<file path="config.mk">
export PLATFORM = sky130hd
export DESIGN_NAME = count_display_scan_flat
export DESIGN_NICKNAME = d
export VERILOG_FILES = /design/src/rtl/count_display_scan_if.sv /design/src/rtl/count_display_scan.sv /design/src/flat_wrapper.sv
export SDC_FILE = /design/constraint.sdc
export NUM_CORES = 1
export LEC_CHECK = 0
export CAP_MARGIN = 5
export CORE_UTILIZATION = 54
export CTS_CLUSTER_DIAMETER = 40
export CTS_CLUSTER_SIZE = 30
export DETAILED_ROUTE_END_ITERATION = 12
export GPL_TIMING_DRIVEN = 1
export PLACE_DENSITY = 0.78
export REMOVE_ABC_BUFFERS = 1
export SYNTH_ARGS = -nofsm -noshare
export SYNTH_HDL_FRONTEND = slang
export SYNTH_SLANG_ARGS = --single-unit
</file>
<file path="constraint.sdc">
create_clock -name sys_clk_in -period 2.4 [get_ports sys_clk_in]
set_input_delay 0.48 -clock sys_clk_in [delete_from_list [all_inputs] [get_ports sys_clk_in]]
set_output_delay 0.48 -clock sys_clk_in [all_outputs]
set_load 0.01 [all_outputs]
</file>
<file path="src/rtl/count_display_scan_if.sv">
// Connection between the up/down counter and the display scanner: the count,
// the event pulses and the multiplexed 7-segment drive lines.
interface count_display_scan_if;
  logic [3:0] num;
  logic       upbuttonFlag;
  logic       downbuttonFlag;
  logic [3:0] an;
  logic [6:0] seg;
  logic       dp;

  modport master (
    output num, upbuttonFlag, downbuttonFlag,
    input  an, seg, dp
  );

  modport slave (
    input  num, upbuttonFlag, downbuttonFlag,
    output an, seg, dp
  );
endinterface

</file>
<file path="src/rtl/count_display_scan.sv">
// Drives a 4-digit common-anode multiplexed 7-segment display with the count,
// the direction of the last button event and a running total of events.
module count_display_scan #(
  parameter logic [27:0] clk_freq   = 28'd10_000_000,
  parameter logic [27:0] scan_freq  = 28'd1000,
  parameter logic [7:0]  hold_scans = 8'd200
) (
  input logic                 sys_clk_in,
  input logic                 reset,
  count_display_scan_if.slave disp
);

  localparam int unsigned SLOT  = int'(clk_freq / scan_freq);
  localparam int unsigned DIV_W = (SLOT > 1) ? $clog2(SLOT) : 1;
  localparam logic [DIV_W-1:0] DIV_MAX = DIV_W'(SLOT - 1);

  localparam logic [6:0] GLYPH_U     = 7'h41;
  localparam logic [6:0] GLYPH_D     = 7'h21;
  localparam logic [6:0] GLYPH_DASH  = 7'h3F;
  localparam logic [6:0] GLYPH_BLANK = 7'h7F;

  typedef enum logic [1:0] {DIG0, DIG1, DIG2, DIG3} slot_t;
  typedef enum logic [1:0] {IND_IDLE, IND_UP, IND_DOWN} ind_t;

  logic [DIV_W-1:0] divider;
  slot_t            slot;
  logic [7:0]       press_cnt;
  ind_t             indicator;
  logic [7:0]       hold;

  logic       tick_c;
  logic       frame_end_c;
  logic       up_only_c;
  logic       down_only_c;
  logic       both_c;
  logic [6:0] glyph_c;
  logic [3:0] an_sel_c;
  slot_t      slot_next_c;

  // Active-low hex digit patterns, {g,f,e,d,c,b,a}
  function automatic logic [6:0] hex7(input logic [3:0] h);
    logic [6:0] s;
    case (h)
      4'h0: s = 7'h40;
      4'h1: s = 7'h79;
      4'h2: s = 7'h24;
      4'h3: s = 7'h30;
      4'h4: s = 7'h19;
      4'h5: s = 7'h12;
      4'h6: s = 7'h02;
      4'h7: s = 7'h78;
      4'h8: s = 7'h00;
      4'h9: s = 7'h10;
      4'hA: s = 7'h08;
      4'hB: s = 7'h03;
      4'hC: s = 7'h46;
      4'hD: s = 7'h21;
      4'hE: s = 7'h06;
      default: s = 7'h0E;
    endcase
    return s;
  endfunction

  always_comb begin
    tick_c      = (divider == DIV_MAX);
    frame_end_c = tick_c && (slot == DIG3);
    up_only_c   = disp.upbuttonFlag && !disp.downbuttonFlag;
    down_only_c = disp.downbuttonFlag && !disp.upbuttonFlag;
    both_c      = disp.upbuttonFlag && disp.downbuttonFlag;
    slot_next_c = slot;
    an_sel_c    = 4'hF;
    glyph_c     = GLYPH_BLANK;
    case (slot)
      DIG0: begin
        slot_next_c = DIG1;
        an_sel_c    = 4'b1110;
        glyph_c     = hex7(disp.num);
      end
      DIG1: begin
        slot_next_c = DIG2;
        an_sel_c    = 4'b1101;
        case (indicator)
          IND_UP:   glyph_c = GLYPH_U;
          IND_DOWN: glyph_c = GLYPH_D;
          default:  glyph_c = GLYPH_DASH;
        endcase
      end
      DIG2: begin
        slot_next_c = DIG3;
        an_sel_c    = 4'b1011;
        glyph_c     = hex7(press_cnt[3:0]);
      end
      default: begin
        slot_next_c = DIG0;
        an_sel_c    = 4'b0111;
        glyph_c     = hex7(press_cnt[7:4]);
      end
    endcase
  end

  always_ff @(posedge sys_clk_in) begin
    if (reset) begin
      divider   <= '0;
      slot      <= DIG0;
      press_cnt <= 8'h00;
      indicator <= IND_IDLE;
      hold      <= 8'h00;
      disp.an   <= 4'hF;
      disp.seg  <= GLYPH_BLANK;
      disp.dp   <= 1'b1;
    end else begin
      divider <= tick_c ? '0 : DIV_W'(divider + DIV_W'(1));
      if (tick_c) slot <= slot_next_c;

      if (both_c)                        press_cnt <= 8'(press_cnt + 8'd2);
      else if (up_only_c || down_only_c) press_cnt <= 8'(press_cnt + 8'd1);

      // A single event reloads the hold and beats a coincident frame-end decrement
      if (up_only_c) begin
        indicator <= IND_UP;
        hold      <= hold_scans;
      end else if (down_only_c) begin
        indicator <= IND_DOWN;
        hold      <= hold_scans;
      end else if (frame_end_c) begin
        if (hold != 8'h00) hold <= 8'(hold - 8'd1);
        if (hold <= 8'h01) indicator <= IND_IDLE;
      end

      // First cycle of each slot is blanked to avoid ghosting between digits
      disp.an  <= (divider == '0) ? 4'hF : an_sel_c;
      disp.seg <= glyph_c;
      disp.dp  <= !((slot == DIG1) && (divider != '0) && (hold != 8'h00));
    end
  end

endmodule

</file>
<file path="src/flat_wrapper.sv">
// flat-port wrapper written by rule: the top's interface ports become plain ports
module count_display_scan_flat 
#(
  parameter logic [27:0] clk_freq   = 28'd10_000_000,
  parameter logic [27:0] scan_freq  = 28'd1000,
  parameter logic [7:0]  hold_scans = 8'd200
)
  (sys_clk_in, reset, disp_num, disp_upbuttonFlag, disp_downbuttonFlag, disp_an, disp_seg, disp_dp);
  count_display_scan_if disp_i ();
  input logic sys_clk_in;
  input logic reset;
  input wire logic [$bits(disp_i.num)-1:0] disp_num;
  input wire logic [$bits(disp_i.upbuttonFlag)-1:0] disp_upbuttonFlag;
  input wire logic [$bits(disp_i.downbuttonFlag)-1:0] disp_downbuttonFlag;
  output wire logic [$bits(disp_i.an)-1:0] disp_an;
  output wire logic [$bits(disp_i.seg)-1:0] disp_seg;
  output wire logic [$bits(disp_i.dp)-1:0] disp_dp;
  assign disp_i.num = disp_num;
  assign disp_i.upbuttonFlag = disp_upbuttonFlag;
  assign disp_i.downbuttonFlag = disp_downbuttonFlag;
  assign disp_an = disp_i.an;
  assign disp_seg = disp_i.seg;
  assign disp_dp = disp_i.dp;
  count_display_scan #(.clk_freq(clk_freq), .scan_freq(scan_freq), .hold_scans(hold_scans)) u_core (.sys_clk_in(sys_clk_in), .reset(reset), .disp(disp_i));
endmodule
</file>
Word level (Yosys, flattened, before mapping):

Memory sizes are Yosys's and may differ from the RTL's. A register that Yosys moved wholly into a read port is not among the register bits.
Cells that the tools add are included.

* $add $sub $neg: 4
* $mul: 0
* divide/modulo/power cells: 0
* $lt $le $gt $ge: 1
* eq/ne operators: 6
* shift-type cells: 0
* mux-type cells: 18
* bitwise gates (word level): 0
* reductions and logical operators: 28

Operator list (count)
* 8-bit two-way mux: 6
* 7-bit case mux with 3 select lines: 1
* 4-bit two-way mux: 4
* 14-bit by 1-bit adder with 14-bit output (second input constant): 1
* 14-bit == test (second input constant): 1
* 14-bit logical NOT: 1
* 7-bit case mux with 2 select lines: 1
* 14-bit nonzero test: 1
* 4-bit case mux with 3 select lines: 1
* 3-bit nonzero test: 3
* 8-bit by 1-bit adder with 8-bit output (second input constant): 1
* 8-bit by 2-bit adder with 8-bit output (second input constant): 1
* 8-bit by 1-bit less-or-equal comparator with 1-bit output (second input constant): 1
* 2-bit AND reduction: 4
* 8-bit nonzero test: 1
* 8-bit by 1-bit subtractor with 8-bit output (second input constant): 1
* 2-bit == test (second input constant): 3
* 1-bit logical AND: 6
* 2-bit two-way mux: 3
* 2-bit case mux with 3 select lines: 1
* 2-bit nonzero test: 3
* 2-bit OR reduction: 3
* 2-bit by 1-bit == test with 1-bit output (second input constant): 2
* 1-bit logical NOT: 3
* other kinds (4): 4

* register bits: 46
* bits in latches: 0
* RAM bits: 0
* ROM bits: 336
* input bits: 8
* output and inout bits: 12
* logic and storage cells: 70
* memories: 3

Memories
* (no name shown): depth 16, bits a word 7, rd ports 1, clocked after Yosys merged registers in 0, write ports 0, RTL line count_display_scan.sv:43 `case (h)`
* (no name shown): depth 16, bits a word 7, rd ports 1, clocked after Yosys merged registers in 1, write ports 0, RTL line count_display_scan.sv:43
* (no name shown): depth 16, bits a word 7, rd ports 1, clocked after Yosys merged registers in 1, write ports 0, RTL line count_display_scan.sv:43

Depth between registers and ports, before layout:

* word-level depth: 7
* depth in mapped cells: 11
* gate-level depth less buffers: 10

Worst setup path before layout:

OpenSTA, ideal clock, no wires.

* path type: in2reg
* from: input port disp_downbuttonFlag
* to: register (tool-made name)
* library setup time: 0.117 ns
* data arrival time: 2.339 ns
* data required time: 2.283 ns
* slack: -0.057 ns
* stages on the path: 9
* path buffers: 1
* path through: ha_1 buf_6 mux2i_1 or4_1 a21oi_2 inv_1 ha_1 mux2i_1 a32o_1

RTL lines
* start, declared: RTL line flat_wrapper.sv:14 `input wire logic [$bits(disp_i.downbuttonFlag)-1:0] disp_downbuttonFlag;`

==> implementation parameters <==
Parameter                              Value

Run status
  Run status ... finished clean

Placed design
  IO Port Bufs ... 19
  Pre-CTS setup slack ... -0.486 ns
  Detailed-placement wirelength estimate ... 5380 um
  Weighted congestion reported at the end of routability-driven placement ... 0.881
  Total placed cells including tap cells ... 492
  Area after DPL ... 3940 um2

Global route
  Total congestion overflow ... 0
  Maximum number of pins on one net before global-route repair ... 15
  Vias in the first global route ... 2670
  GRT Util Overall ... 23.3%
  Number of antenna violations at the first check in global routing ... 0
  First-pass GRT wire length ... 11800 um

Detailed routing
  Number of vias per cell after detailed routing ... 5.53
  Remaining number of nets flagged by the antenna check after routing ... 0
  Routed length per placed instance ... 13.9 um
  Number of remaining DRC errors ... 0
  Post-detailed-routing wire length ... 7040 um
  Via count of the routed design ... 2796
  Starting DRT DRC Count ... 136
  Pre-Repair DR Iteration Count ... 6

Floorplanning
  Std-Cell Rows ... 28
  Area of the die ... 6710 um2
  Chip Height ... 81.9 um
  Core region area ... 6030 um2
  Top-Level Pins ... 20
  Chip Width ... 81.9 um
  Starting density of the core ... 57.2%

Yosys
  Number of distinct standard cells referenced by the synthesized netlist ... 61
  Post-Synth XOR/XNOR Area ... 5.08%
  Post-synthesis adder-cell area fraction ... 14.5%
  Register bit count reported by yosys ... 60
  Post-Synthesis Mean Instance Area ... 9.29 um2
  Sequential element share of the synthesized area ... 34.8%
  Synth top area cells ... dfxtp_1, ha_1, mux2i_1
  Combinational family with the most area after synthesis ... simple AND/OR/NAND/NOR gates
  Proportion of register bits with asynchronous set or reset after synthesis ... 0%
  Mapped cell area ... 3450 um2
  Most frequent cells after synthesis ... dfxtp_1, ha_1, nor2_1, nand2_1, inv_1
  Share of synthesized cell area in and, or, nand and nor gates ... 19.0%
  Most instantiated library cell after synthesis ... dfxtp_1
  Syn. warnings ... 0
  Multiplexer share of the synthesized area ... 7.70%
  Ys flop type ... dfxtp_1
  Post-synthesis instance total ... 371
  Largest area contributor in the synthesized netlist ... dfxtp_1
  Compound-gate portion of the synthesized area ... 13.0%
  EDFF count, synth ... 0
  Area share of the largest cell type after synthesis ... 34.8%

Finish
  Number of standard cells in the final layout excluding fillers ... 506
  Synthesis-to-finish area growth ... 21.4%
  Fraction of final layout cells with drive strength greater than 1 ... 20.9%
  Diode count ... 0
  Final Core Density ... 69.5%
  Total Nets Final ... 476
  Final Cell Area ... 4190 um2

Power
  Psw ... 567 uW
  Pwr/cell area ... 555 nW/um2
  Combinational group share of total power ... 15.9%
  Switching power share of the total ... 24.4%
  Max VDD drop ... 0.000433 V
  Static leakage ... 0.00175 uW
  Part of the total power dissipated in sequential elements ... 46.5%
  Internal power ... 1760 uW
  Share of total power in the clock network ... 37.6%

STA
  Skew final ... 0.00908 ns
  Setup repair after global routing missed its margin ... no
  Worst-margin pin slew ... 0.487 ns
  Number of hold-slack violations in the final timing report ... 0
  Max frequency ... 443 MHz
  Period utilisation layout ... 94.1%
  Max Slew Vio Count ... 0
  Min Tclk post-route ... 2.26 ns
  Minimum setup slack in the final design ... 0.142 ns
  Worst max-slew margin expressed relative to the limit ... 67.4%
  Final setup violation count ... 0

Critical path
  Critical-path maximum fanout ... 3
  Capturing element type of the critical path ... register
  WS Path Type ... primary input to register
  Data required time of the critical path ... 2.62 ns
  Startpoint type of the worst setup path ... primary input
  Arrival time worst endpoint ... 2.48 ns
  Cell depth of the worst flop-to-flop path ... 8

Clock network
  Clock transition at the registers of the reported paths ... 0.06 ns
  Later-pin clock latency in the skew report ... 0.33 ns
  CTS Buf Count ... 9
  CTS Buffer Depth ... 2
  Total number of clock tree sinks ... 60
  Post-CTS Hold Buffers ... 0
  Number of H-tree levels ... 3
  Setup fix buffers added after clock tree synthesis ... 0
  Master cell of the clock root buffer ... clkbuf_8
  TritonCTS clock tree ... built

Flow run
  Count of maximum capacitance violations ... 0

Min path
  Worst min-delay path class ... register to register
  Hold Path Stages ... 2
-- logic make-up (layout without fill, tap and decap cells) --
kind of cell    after synthesis  count (layout)
flops                        60              60
mux                          23              23
compound gates               59              59
fa+ha+maj                    40              40
buf+inv                      42             102
xor+xnor                     20              20
simple gates                127             127
-- layout by cell type, fill, tap and decap left out, drive strengths merged, types with 2 or more instances in the layout --
master and n:
nor2b 6, o211ai 5, nand2 33, dfxtp 60
clkdlybuf4s50 17, and3 6, nand3 8, or2 4
xor2 10, a222oi 4, a21oi 7, nor4 4
nand4 7, clkbuf 12, o221a 2, dlygate4sd2 2
o21ai 8, nor2 37, a211oi 3, a21o 2
nor3 6, or4 2, mux4 2, buf 41
mux2i 19, a22o 3, xnor2 10, mux2 2
or3b 2, nand2b 4, o22ai 10, o31ai 2
ha 40, or3 2, a31oi 3, inv 28
and4 2
-- what timing repair did --
item,CTS,global route
endpoints found under the setup margin,8,0
endpoints found under the hold margin,0,0
gates resized for setup,14,0
-- stage by stage --
| step | setup TNS [ns] | hold WS, ns | power (uW) |
|---|---|---|---|
| after floorplan | -0.594 | 0.421 | 1300 |
| after global placement | -4.54 | 0.440 | 1440 |
| after detailed placement | -5.50 | 0.460 | 1460 |
| after CTS | 0 | 0.477 | 2340 |
| after global routing | 0 | 0.489 | 2420 |
| final | 0 | 0.475 | 2320 |
-- power by group through the flow --
stage / logic (uW) / registers [uW] / clock network [uW]
global route: 408 / 1080 / 931
CTS: 370 / 1080 / 894
global placement: 346 / 1100 / 0
finish: 370 / 1080 / 873
detailed placement: 360 / 1100 / 0
floorplan: 205 / 1090 / 0
-- final timing paths --
check | endpoint | from | slack [ns]
worst min register to register | u_core.disp.seg[2] | register | 0.47
worst max register to register | register | u_core.press_cnt[1] | 0.16
worst max-delay path | register | disp_upbuttonFlag | 0.14
worst min-delay path | u_core.disp.seg[2] | register | 0.47
-- critical path, cell delays in order --
cell           delay [ns]
dlygate4sd2_1        0.28
ha_4                 0.19
mux2i_2              0.16
or4_4                0.51
a21oi_2              0.17
inv_1                0.09
ha_1                 0.31
mux2i_1              0.07
a32o_1               0.21
-- per-layer routing --
| layer | GRT usage [%] | wire length (um) | vias up |
|---|---|---|---|
| li1 | - | - | 1412 |
| met1 | 28.1 | 3140 | 1273 |
| met2 | 38.9 | 3350 | 94 |
| met3 | 5.89 | 371 | 17 |
| met4 | 10.2 | 185 | 0 |
| met5 | 0 | 0 | - |
-- layout make-up --
type | instances | area (um2)
clock inverters | 2 | 35.0
fillers | 456 | 1840
flip-flops and latches | 60 | 1200
inverters | 28 | 105
clock buffers | 12 | 155
multi-input cells | 269 | 2100
repair buffers | 60 | 495
well taps | 75 | 93.8
Note: power is estimated with default switching activity, not from simulation.
